[config.mk]
export PLATFORM = sky130hd
export DESIGN_NAME = free_reg_list
export DESIGN_NICKNAME = d
export VERILOG_FILES = /design/src/rtl/free_reg_list.sv
export SDC_FILE = /design/constraint.sdc
export NUM_CORES = 1
export LEC_CHECK = 0
export ABC_CLOCK_PERIOD_IN_PS = 3000
export CAP_MARGIN = 25
export CORE_UTILIZATION = 50
export CTS_CLUSTER_DIAMETER = 150
export CTS_CLUSTER_SIZE = 8
export DETAILED_ROUTE_END_ITERATION = 10
export GPL_TIMING_DRIVEN = 0
export PLACE_DENSITY = 0.72
export SETUP_SLACK_MARGIN = 0.15
export SLEW_MARGIN = 5
export SYNTH_ARGS = -nofsm -noshare
export SYNTH_HDL_FRONTEND = slang
export SYNTH_SLANG_ARGS = --single-unit
[constraint.sdc]
create_clock -name Clk -period 3 [get_ports Clk]
set_clock_uncertainty 0.15 [all_clocks]
set_input_delay 0.3 -clock Clk [delete_from_list [all_inputs] [get_ports Clk]]
set_output_delay 0.3 -clock Clk [all_outputs]
set_load 0.1 [all_outputs]
[src/rtl/free_reg_list.sv]
// Circular free list of physical register tags: supplies dispatch, refilled by commit,
// and head restored from a branch checkpoint on a mispredict flush.
module free_reg_list #(
    parameter int DEPTH    = 16,
    parameter int TAG_BASE = 32,
    parameter int PTR_W    = 5
) (
    input  logic             Clk,
    input  logic             Reset,
    input  logic             Dis_FrlRead,
    output logic [5:0]       Frl_RdPhyAddr,
    output logic             Frl_Empty,
    output logic [PTR_W-1:0] Frl_HeadPtr,
    output logic [PTR_W-1:0] Frl_Count,
    input  logic             Rob_Commit,
    input  logic             Rob_CommitRegWrite,
    input  logic [5:0]       Rob_CommitPrePhyAddr,
    input  logic             Cdb_Flush,
    input  logic [PTR_W-1:0] Cdb_FrlHeadPtr
);

    logic [5:0]       r_slot [DEPTH];
    logic [PTR_W-1:0] r_hd;
    logic [PTR_W-1:0] r_tl;
    logic             w_empty;
    logic             w_alloc;
    logic             w_free;

    // Wrap bit makes hd==tl unambiguous: equal pointers always mean empty.
    assign w_empty = (r_hd == r_tl);
    assign w_alloc = Dis_FrlRead & ~w_empty & ~Cdb_Flush;
    assign w_free  = Rob_Commit & Rob_CommitRegWrite;

    always_ff @(posedge Clk or posedge Reset) begin
        if (Reset) begin
            for (int i = 0; i < DEPTH; i++) begin
                r_slot[i] <= 6'(TAG_BASE + i);
            end
            r_hd <= '0;
            r_tl <= PTR_W'(DEPTH);
        end else begin
            if (w_free) begin
                r_slot[r_tl[PTR_W-2:0]] <= Rob_CommitPrePhyAddr;
                r_tl                    <= r_tl + PTR_W'(1);
            end
            // Flushed tags are still in their slots, so moving hd back frees them.
            if (Cdb_Flush) begin
                r_hd <= Cdb_FrlHeadPtr;
            end else if (w_alloc) begin
                r_hd <= r_hd + PTR_W'(1);
            end
        end
    end

    assign Frl_RdPhyAddr = r_slot[r_hd[PTR_W-2:0]];
    assign Frl_Empty     = w_empty;
    assign Frl_HeadPtr   = r_hd;
    assign Frl_Count     = r_tl - r_hd;

endmodule

==> results of run 1 <==
-- worst max-delay path by stage --
stage / start / endpoint / cells after the start
finish: Frl_HeadPtr[1]$_DFFE_PP0P_ / Frl_Count[3] / 9
global route: Frl_HeadPtr[1]$_DFFE_PP0P_ / Frl_Count[3] / 9
CTS: Frl_HeadPtr[1]$_DFFE_PP0P_ / Frl_Count[3] / 9
detailed placement: Frl_HeadPtr[1]$_DFFE_PP0P_ / Frl_Count[3] / 9
global placement: Frl_HeadPtr[1]$_DFFE_PP0P_ / Frl_Count[3] / 9
floorplan: Frl_HeadPtr[0]$_DFFE_PP0P_ / Frl_RdPhyAddr[0] / 5
-- power by group through the flow --
stage | combinational, mW | sequential [mW] | clock, mW
after floorplan | 2.49 | 2.51 | 0
after global placement | 3.09 | 2.49 | 0
after detailed placement | 3.16 | 2.54 | 0
after CTS | 3.25 | 2.51 | 0.838
after global routing | 3.47 | 2.60 | 0.902
final | 3.28 | 2.51 | 0.818
-- repair_timing --
action | CTS | global route
cloned | 0 | 0
setup endpoints to repair | 12 | 5
buffers inserted | 1 | 1
gates resized for setup | 73 | 7
pin swaps | 1 | 0
-- logic make-up after synthesis --
family          Yosys count  synth area share, %
mux                     124                 32.8
flops                   106                 53.4
simple gates             43                 3.91
buf+inv                  25                 2.29
compound gates           23                 2.78
xor+xnor                 12                 2.22
fa+ha+maj                10                 2.61
-- worst min-delay path, stage by stage --
cell and delay (ns):
buf_1 0.17, nand2_1 0.09, o21ai_0 0.07
-- metrics by stage --
step	power, mW	hold WS (ns)
global route	6.97	0.168
CTS	6.60	0.144
detailed placement	5.70	0.343
finish	6.61	0.144
global placement	5.59	0.332
floorplan	5.00	0.271
-- routing by layer --
| metal | GRT usage, % | part of all wire, % |
|---|---|---|
| met5 | 0 | 0 |
| met4 | 7.91 | 1.3 |
| met3 | 2.64 | 3.5 |
| met2 | 37.8 | 50 |
| met1 | 31.6 | 45 |
-- flip-flops by register name, summed over array words and instances (netlist names) --
signal and flops:
r_slot 96, r_tl 5, Frl_HeadPtr 5
-- layout by cell type, fill, tap and decap left out, types with 2 or more instances in the layout --
master / count
a21oi_4: 2
buf_6: 2
ha_1: 8
dfrtp_2: 4
nor2_1: 10
mux2_2: 99
clkbuf_1: 7
a21o_1: 2
xnor2_1: 6
buf_12: 7
nand2b_1: 3
o21ai_0: 5
o22ai_1: 12
clkdlybuf4s50_1: 20
nor2_2: 9
nand3_1: 4
and4_1: 2
clkinv_4: 2
xor2_1: 2
clkinvlp_4: 3
dfstp_2: 49
nand4_1: 2
buf_4: 10
nand2_1: 11
inv_1: 8
mux4_2: 24
clkbuf_8: 11
dfrtp_1: 53
-- final cells by class --
type	instances	area [um^2]
Inverter	10	45.0
Timing Repair Buffer	36	377
Buffer	15	134
Clock inverter	5	38.8
Multi-Input combinational cell	212	2350
Tap cell	133	166
Sequential cell	106	2720
Fill cell	797	3840
Clock buffer	11	141
==> key figures, run 1 <==
Status
  • Status: complete, no violations

Floorplan
  • Num ports: 34
  • Die Wd: 103 um
  • Core area: 0.00982 mm^2
  • Site row count: 36
  • Die H: 103 um
  • Die footprint: 0.0106 mm^2
  • Initial core utilization: 51.8%

Worst setup path
  • Worst path most repeated cell: buf_12
  • R2R Path End: Frl_HeadPtr[1]$_DFFE_PP0P_
  • RR Startpoint: Frl_HeadPtr[2]$_DFFE_PP0P_
  • WP data required: 2.55 ns
  • Crit path largest cell delay: ~0.41 ns
  • Worst reg-to-reg path cell count: 8
  • Setup crit start kind: flop
  • Worst path cell trace: buf_12, buf_12, buf_12, inv_1, ha_1, a21o_1, a21oi_4, xnor2_4, buf_12
  • Worst EP arrival: 2.31 ns
  • Buf+Inv Stages, Crit Path: 5
  • R2r setup slk: 0.41 ns
  • CP delay by family, top: buffers and inverters
  • Slowest CP cell: dfrtp_2
  • Crit path kind: flop to primary output
  • Crit path max fanout: 10
  • CP Capture Type: primary output

CTS
  • Max Buffers Root-to-Sink: 2
  • TritonCTS clock tree: yes
  • Clk Latency, worst-skew pair: 0.36 ns
  • H-tree depth: 3
  • Clock Root Buffer: clkbuf_8
  • TritonCTS Buffers: 9
  • Clk slew on worst S/H paths: 0.10 ns
  • Clock Sink Count: 106
  • # hold bufs at CTS: 0

STA
  • RSZ-0062 raised after global routing: true
  • Worst-Margin Slew: just under 1 ns
  • Setup TNS: 0 ns
  • Final period util: 92.1%
  • Slew Viols, Final: 0
  • Slew margin rel.: 35.2%
  • Setup ws final: 0.237 ns
  • Setup violations, final: 0
  • Peak Freq: ~0.36 GHz
  • Tmin final: 2.76 ns
  • Fin. Hold Viols: 0

Synth
  • Number of library cell types mapped by synthesis: 30
  • Syn Area/Cell: roughly 15 um^2
  • Area leader, netlist: dfrtp_1
  • Post-Syn Area: 0.00508 mm^2
  • Number of flops mapped to enable cells by yosys: 0
  • Post-synthesis register bit count: 106
  • Post-synth top flop: dfrtp_1
  • Sequential area share after synthesis: 53.4%
  • Post-Syn Nets: 370
  • Synth top area share: between 20% and 30%
  • Most numerous cell in the Yosys netlist: mux2_2
  • Mapped Cells: 343
  • Warnings, synthesis: 0
  • Commonest cells post-synth: 99 x mux2_2, 57 x dfrtp_1, 49 x dfstp_2
  • Synth area leaders: dfrtp_1 28%, dfstp_2 25%, mux2_2 22%
  • Asr flop ratio synth: 100%

Hold path
  • Hold Path Cell Cnt: 3
  • Hold Path Origin: Cdb_Flush
  • Min-Delay Path Class: primary input to flop
  • Hold Crit Endpoint: Frl_HeadPtr[0]$_DFFE_PP0P_

Layout
  • Post-Layout Cell Count: 528
  • Area grow syn2layout: 17.6%
  • Proportion of layout cells with a drive suffix above 1: 59.2%
  • Final Instance Area: 0.00598 mm^2
  • Final Core Density: 60.9%
  • Final #Nets: 417
  • Diodes inserted: 0

Placement
  • GP Congestion: 0.793
  • Area after DPL: 0.00573 mm^2
  • Port Buf Inserts: 32
  • Dpl ws: -0.603 ns
  • DP HPWL: 7630 um
  • Placed insts: 510

Power
  • Cell area power density: 1110 mW/mm^2
  • Sw Ratio: 41.0%
  • Int Pwr: 3.90 mW
  • Clock network power share: between 10 and 15%
  • Worst VDD drop: 0.00105 V
  • Switching pwr: 2.71 mW
  • Comb power frac: 49.7%
  • Leak Pwr: 2.46 nW
  • Flop pwr share: 38.0%

Global routing
  • Initial antenna violation count: 0
  • First-pass GRT wire length: about 17000 um
  • Global route total overflow: 0
  • Via count of the first global-routing pass: 3160
  • Largest net degree at the start of global routing: 41
  • GRT Total Usage: 22.9%

Detailed routing
  • Final wirelength: around 11000 um
  • DR iter-0 viols: around 130
  • First drt pass iteration count: 5
  • Antenna Nets Post-Route: 0
  • Vias per cell: roughly 5.7
  • Number of remaining DRC errors: 0
  • Via count: 3004
  • DR WL/cell: 20.4 um

Job
  • Max Cap Violations: 0
Power figures use the tool's default switching activity.
==> run 2: changes to the inputs <==
--- a/config.mk
+++ b/config.mk
@@ -7,6 +7,7 @@
 export LEC_CHECK = 0
 export ABC_CLOCK_PERIOD_IN_PS = 3000
 export CAP_MARGIN = 25
+export CORE_MARGIN = 2
 export CORE_UTILIZATION = 50
 export CTS_CLUSTER_DIAMETER = 150
 export CTS_CLUSTER_SIZE = 8
==> key figures, run 2 (synthesized netlist as in run 1, its figures left out) <==
Global routing
  • Global route total overflow: 0 (unchanged)
  • Initial antenna violation count: 0 (unchanged)
  • First-pass GRT wire length: 17500 um (+0.36%)
  • GRT Total Usage: 21.1% (-1.8 points)
  • Largest net degree at the start of global routing: 42 (+2.4%)
  • Via count of the first global-routing pass: 3173 (+0.41%)

Floorplan
  • Die footprint: 0.0110 mm^2 (+3.9%)
  • Initial core utilization: 51.8% (unchanged)
  • Die Wd: 105 um (+1.9%)
  • Site row count: 36 (unchanged)
  • Die H: 105 um (+1.9%)
  • Num ports: 34 (unchanged)
  • Core area: 0.00982 mm^2 (unchanged)

CTS
  • TritonCTS Buffers: 9 (unchanged)
  • Max Buffers Root-to-Sink: 2 (unchanged)
  • Clock Root Buffer: clkbuf_8
  • H-tree depth: 3 (unchanged)
  • Clock Sink Count: 106 (unchanged)
  • TritonCTS clock tree: yes
  • Clk slew on worst S/H paths: 0.10 ns (about the same)
  • Clk Latency, worst-skew pair: 0.36 ns (about the same)

Worst setup path
  • Crit path max fanout: 9 (-1)
  • Setup crit start kind: flop
  • R2R Path End: Frl_HeadPtr[1]$_DFFE_PP0P_
  • WP data required: 2.55 ns (about the same)
  • Worst reg-to-reg path cell count: 9 (+1)
  • R2r setup slk: 0.38 ns (-0.03 ns)
  • RR Startpoint: Frl_HeadPtr[2]$_DFFE_PP0P_
  • Crit path kind: flop to primary output
  • CP Capture Type: primary output
  • Worst setup startpoint: Frl_HeadPtr[1]$_DFFE_PP0P_
  • CP endpoint: Frl_RdPhyAddr[4]
  • Worst EP arrival: 2.33 ns (+0.02 ns)

Detailed routing
  • Via count: 3007 (+0.10%)
  • Number of remaining DRC errors: 0 (unchanged)
  • DR iter-0 viols: 108 (-14%)
  • DR WL/cell: 20.5 um (+0.58%)
  • Antenna Nets Post-Route: 0 (unchanged)
  • First drt pass iteration count: 4 (-1)
  • Vias per cell: 5.66 (-0.47%)
  • Final wirelength: 10900 um (+1.1%)

Layout
  • Area grow syn2layout: 17.6% (about the same)
  • Final #Nets: 420 (+0.72%)
  • Diodes inserted: 0 (unchanged)
  • Register with the most flip-flops: r_slot
  • Most frequent cells in the layout: 99 x mux2_2, 53 x dfrtp_1, 49 x dfstp_2, 24 x mux4_2, 20 x clkdlybuf4s50_1
  • Proportion of layout cells with a drive suffix above 1: 59.3% (about the same)
  • Final Instance Area: 0.00597 mm^2 (about the same)
  • Most common cell after layout, fill and taps aside: mux2_2
  • Max FFs per register: 96 (unchanged)
  • Post-Layout Cell Count: 531 (+0.57%)

STA
  • Setup ws final: 0.219 ns (-0.0177 ns)
  • Slew Viols, Final: 0 (unchanged)
  • RSZ-0062 raised after global routing: false
  • Peak Freq: 0.360 GHz (-0.64%)
  • Fin. Hold Viols: 0 (unchanged)
  • Setup violations, final: 0 (unchanged)
  • Tmin final: 2.78 ns (+0.0177 ns)
  • Final period util: 92.7% (+0.59 points)
  • Setup TNS: 0 ns (unchanged)
  • Slew margin rel.: 34.2% (-0.99 points)
  • Worst-Margin Slew: 0.985 ns (+0.0163 ns)

Placement
  • Area after DPL: 0.00573 mm^2 (unchanged)
  • GP Congestion: 0.774 (-2.5%)
  • DP HPWL: 7560 um (-0.87%)
  • Dpl ws: -0.638 ns (-0.0352 ns)
  • Placed insts: 510 (unchanged)
  • Port Buf Inserts: 32 (unchanged)

Power
  • Leak Pwr: 2.47 nW (+0.44%)
  • Final total power: 6.58 mW (-0.39%)
  • Worst VDD drop: 0.00108 V (+3.1%)
  • Cell area power density: 1100 mW/mm^2 (-0.37%)

Status
  • Status: complete, no violations

Hold path
  • Min-Delay Path Class: primary input to flop

Job
  • Max Cap Violations: 0 (unchanged)
==> run 2: metal layers <==
layer	track usage, %	part of all wire, %
met1	28.6	44
met2	34.7	49
met3	4.37	5.6
met4	5.62	1.5
met5	0	0
==> run 2: metrics by stage <==
step                utilization [%]  hold slack [ns]
floorplan                         -            0.271
global placement               58.0            0.332
detailed placement             58.4            0.338
CTS                            60.3            0.167
global route                   60.8            0.192
finish                         60.8            0.169
==> run 2: critical path, stage by stage, from the launching register on <==
cell and delay, ns:
dfrtp_2 0.42, buf_12 0.16, buf_12 0.11, buf_4 0.17, mux4_2 0.51, o22ai_1 0.24, nor2_2 0.09, buf_4 0.24
==> run 2: layout make-up <==
cell class / count / area (um^2)
buffer: 15 / 129
clock buffer: 11 / 131
clock inverter: 5 / 37.5
fill: 801 / 3840
inverter: 10 / 41.3
multi-input combinational: 212 / 2360
sequential: 106 / 2720
tap: 133 / 166
timing repair buffer: 39 / 393
==> run 2: worst min-delay path by stage <==
stage	from	end	slack (ns)	depth (start not counted)
after floorplan	Cdb_FrlHeadPtr[0]	Frl_HeadPtr[0]$_DFFE_PP0P_	0.27	2
after global placement	r_slot[82]$_DFFE_PP0P_	r_slot[82]$_DFFE_PP0P_	0.33	1
after detailed placement	r_slot[78]$_DFFE_PP0P_	r_slot[78]$_DFFE_PP0P_	0.34	1
after CTS	Cdb_Flush	Frl_HeadPtr[0]$_DFFE_PP0P_	0.17	3
after global routing	Cdb_Flush	Frl_HeadPtr[0]$_DFFE_PP0P_	0.19	3
final	Cdb_Flush	Frl_HeadPtr[0]$_DFFE_PP0P_	0.17	3
==> run 2: repair_timing <==
item | 4_1_cts | 5_1_grt
hold endpoints to repair | 0 | 0
gates resized for setup | 65 | 7
buffers inserted | 2 | 3
endpoints found under the setup margin | 11 | 7
hold buffers | 0 | 0
pin swaps | 0 | 1
==> run 2: where the power goes <==
part / switching, mW / internal (mW) / total, mW / leakage [nW]
sequential: 0.326 / 2.18 / 2.51 / 1.23
combinational: 1.90 / 1.38 / 3.28 / 1.16
clock: 0.485 / 0.307 / 0.792 / 0.0803
==> run 3: changes to the inputs <==
--- a/config.mk
+++ b/config.mk
@@ -5,6 +5,7 @@
 export SDC_FILE = /design/constraint.sdc
 export NUM_CORES = 1
 export LEC_CHECK = 0
+export ABC_AREA = 1
 export ABC_CLOCK_PERIOD_IN_PS = 3000
 export CAP_MARGIN = 25
 export CORE_MARGIN = 2
@@ -13,7 +14,7 @@
 export CTS_CLUSTER_SIZE = 8
 export DETAILED_ROUTE_END_ITERATION = 10
 export GPL_TIMING_DRIVEN = 0
-export PLACE_DENSITY = 0.72
+export PLACE_DENSITY = 0.71
 export SETUP_SLACK_MARGIN = 0.15
 export SLEW_MARGIN = 5
 export SYNTH_ARGS = -nofsm -noshare
==> key figures, run 3 <==
Status
  • Status: complete, no violations

Power
  • Leak Pwr: 3.27 nW (+32%)
  • Cell area power density: 1150 mW/mm^2 (+4.3%)
  • Int Pwr: 4.01 mW (+3.9%)
  • Clock network power share: 15.0% (+3.0 points)
  • Comb power frac: 50.2% (+0.4 points)
  • Sw Ratio: 47.5% (+6.2 points)
  • Switching pwr: 3.63 mW (+34%)
  • Flop pwr share: 34.8% (-3.3 points)
  • Worst VDD drop: 0.00145 V (+34%)
  • Final total power: 7.64 mW (+16%)

Worst setup path
  • Worst path most repeated cell: buf_2
  • Setup crit start kind: flop
  • Worst reg-to-reg path cell count: 11 (+2)
  • Crit path largest cell delay: 0.40 ns (-0.11 ns)
  • R2r setup slk: 0.67 ns (+0.29 ns)
  • CP Capture Type: primary output
  • RR Startpoint: Frl_HeadPtr[1]$_DFFE_PP0P_
  • Crit path max fanout: 10 (+1)
  • R2R Path End: Frl_HeadPtr[4]$_DFFE_PP0P_
  • Buf+Inv Stages, Crit Path: 4 (unchanged)
  • WP data required: 2.55 ns (about the same)
  • Worst setup startpoint: Frl_HeadPtr[1]$_DFFE_PP0P_
  • Worst path cell trace: buf_2, inv_2, buf_2, ha_1, nand2_1, o21ai_2, xor2_4, buf_4
  • Slowest CP cell: dfrtp_2
  • Worst EP arrival: 2.37 ns (+0.04 ns)
  • Crit path kind: flop to primary output
  • CP Depth: 8 (+1)
  • CP delay by family, top: buffers and inverters

Synth
  • Asr flop ratio synth: 100% (unchanged)
  • Warnings, synthesis: 0 (unchanged)
  • Commonest cells post-synth: 279 x nand2_1, 107 x inv_1, 72 x nand3_1
  • Post-Syn Nets: 780 (+110%)
  • Synth area leaders: dfrtp_1 25%, dfstp_2 22%, nand2_1 18%
  • Post-synthesis register bit count: 106 (unchanged)
  • Sequential area share after synthesis: 47.1% (-6.3 points)
  • Post-Syn Area: 0.00576 mm^2 (+13%)
  • Most numerous cell in the Yosys netlist: nand2_1
  • Synth top area share: 24.8% (-3.3 points)
  • Number of library cell types mapped by synthesis: 27 (-10%)
  • Mapped Cells: 753 (+120%)
  • Area leader, netlist: dfrtp_1
  • Post-synth top flop: dfrtp_1
  • Number of flops mapped to enable cells by yosys: 0 (unchanged)
  • Syn Area/Cell: 7.65 um^2 (-48%)

Layout
  • Final Core Density: 58.7% (-2.1 points)
  • Register with the most flip-flops: r_slot
  • Final #Nets: 826 (+97%)
  • Area grow syn2layout: 15.4%
  • Final Instance Area: 0.00665 mm^2 (+11%)
  • Max FFs per register: 96 (unchanged)
  • Most common cell after layout, fill and taps aside: nand2_1
  • Most frequent cells in the layout: 279 x nand2_1, 106 x inv_1, 72 x nand3_1, 53 x dfrtp_1, 49 x dfstp_2
  • Proportion of layout cells with a drive suffix above 1: 20.5% (-39 points)
  • Diodes inserted: 0 (unchanged)
  • Post-Layout Cell Count: 947 (+78%)

STA
  • Slew Viols, Final: 0 (unchanged)
  • Tmin final: 2.82 ns (+0.0432 ns)
  • Setup violations, final: 0 (unchanged)
  • RSZ-0062 raised after global routing: true
  • Hold_ws: 0.170 ns (+0.00141 ns)
  • Peak Freq: 0.354 GHz (-1.5%)
  • Setup ws final: 0.176 ns (-0.0432 ns)
  • Slew margin rel.: 35.3% (+1.1 points)
  • Final period util: 94.1% (+1.4 points)
  • Setup TNS: 0 ns (unchanged)
  • Fin. Hold Viols: 0 (unchanged)
  • Worst-Margin Slew: 0.967 ns (-0.0183 ns)

Detailed routing
  • DR WL/cell: 15.3 um (-26%)
  • First drt pass iteration count: 5 (+1)
  • Final wirelength: 14400 um (+32%)
  • DR iter-0 viols: 564 (+420%)
  • Number of remaining DRC errors: 0 (unchanged)
  • Via count: 4885 (+62%)
  • Vias per cell: 5.16 (-8.9%)
  • Antenna Nets Post-Route: 0 (unchanged)

Placement
  • GP Congestion: 0.918 (+19%)
  • DP HPWL: 10700 um (+41%)
  • Dpl ws: -0.663 ns (-0.0250 ns)
  • Area after DPL: 0.00637 mm^2 (+11%)
  • Port Buf Inserts: 32 (unchanged)
  • Placed insts: 931 (+83%)

Global routing
  • GRT Total Usage: 24.4% (+3.4 points)
  • First-pass GRT wire length: 23700 um (+36%)
  • Global route total overflow: 0 (unchanged)
  • Via count of the first global-routing pass: 4621 (+46%)
  • Initial antenna violation count: 0 (unchanged)
  • Largest net degree at the start of global routing: 31 (-26%)

CTS
  • TritonCTS clock tree: yes
  • Clock Sink Count: 106 (unchanged)
  • Clk Latency, worst-skew pair: 0.36 ns (about the same)
  • # hold bufs at CTS: 0 (unchanged)
  • H-tree depth: 3 (unchanged)
  • Clk slew on worst S/H paths: 0.07 ns (-0.03 ns)
  • TritonCTS Buffers: 9 (unchanged)
  • Max Buffers Root-to-Sink: 2 (unchanged)
  • Clock Root Buffer: clkbuf_16

Floorplan
  • Initial core utilization: 50.9% (-0.87 points)
  • Die footprint: 0.0124 mm^2 (+13%)
  • Num ports: 34 (unchanged)
  • Site row count: 39 (+8.3%)
  • Die Wd: 111 um (+6.2%)
  • Die H: 111 um (+6.2%)
  • Core area: 0.0113 mm^2 (+15%)

Hold path
  • Min-Delay Path Class: primary input to async pin

Job
  • Max Cap Violations: 0 (unchanged)
-- run 3: cell types whose count changed in the layout (fill, tap and decap cells not counted), sizes merged, moves of 20 or more --
cell	change
mux4	-24
mux2	-100
o21ai	+95
nand2	+273
inv	+101
buf	+20
nand3	+69
-- run 3: layout make-up --
class	count	area (um^2)
well taps	143	179
flip-flops and latches	106	2720
clock buffers	12	256
clock inverters	4	27.5
multi-input cells	491	2390
plain buffers	40	277
inverters	116	442
fillers	1073	4670
repair buffers	35	354
-- run 3: metal layers --
metal	share of wire [%]	track usage, %	vias up
met5	0	0	-
met4	1.8	8.31	0
met3	5.2	3.65	18
met2	47	38.7	128
met1	46	34.8	2329
li1	-	-	2410
-- run 3: worst register-to-register path, stage by stage (launching register included) --
cell and delay, ns:
dfrtp_2 0.40, buf_2 0.24, inv_2 0.10, buf_2 0.22
ha_1 0.33, nand2_1 0.06, nor2_1 0.12, nand2_1 0.08
nand2_1 0.20, nand2_1 0.16, nand2_1 0.10, nand2_1 0.05
-- run 3: power by group through the flow --
stage	clock network [mW]	registers [mW]	logic (mW)
after floorplan	0	2.69	2.91
after global placement	0	2.64	3.76
after detailed placement	0	2.68	3.85
after CTS	1.16	2.66	3.82
after global routing	1.22	2.75	4.17
final	1.15	2.66	3.83
-- run 3: logic make-up (layout without fill, tap and decap cells) --
logic type      count (synthesis)  after routing  share of synthesized area (%)
compound gates                105            105                           10.7
xor+xnor                        8              8                           1.22
fa+ha+maj                      10             10                           2.30
buf+inv                       156            207                           12.3
flops                         106            106                           47.1
simple gates                  368            368                           26.4
-- run 3: repair_timing --
action / CTS / global route
endpoints found under the setup margin: 12 / 7
gates resized for setup: 56 / 14
setup buffers: 0 / 0
-- run 3: worst max-delay path by stage --
stage / end / slack, ns
finish: Frl_Count[3] / 0.18
global route: Frl_Count[3] / 0.09
CTS: Frl_Count[3] / 0.07
detailed placement: Frl_Count[3] / -0.66
global placement: Frl_Count[4] / -0.64
floorplan: Frl_Count[4] / -0.03
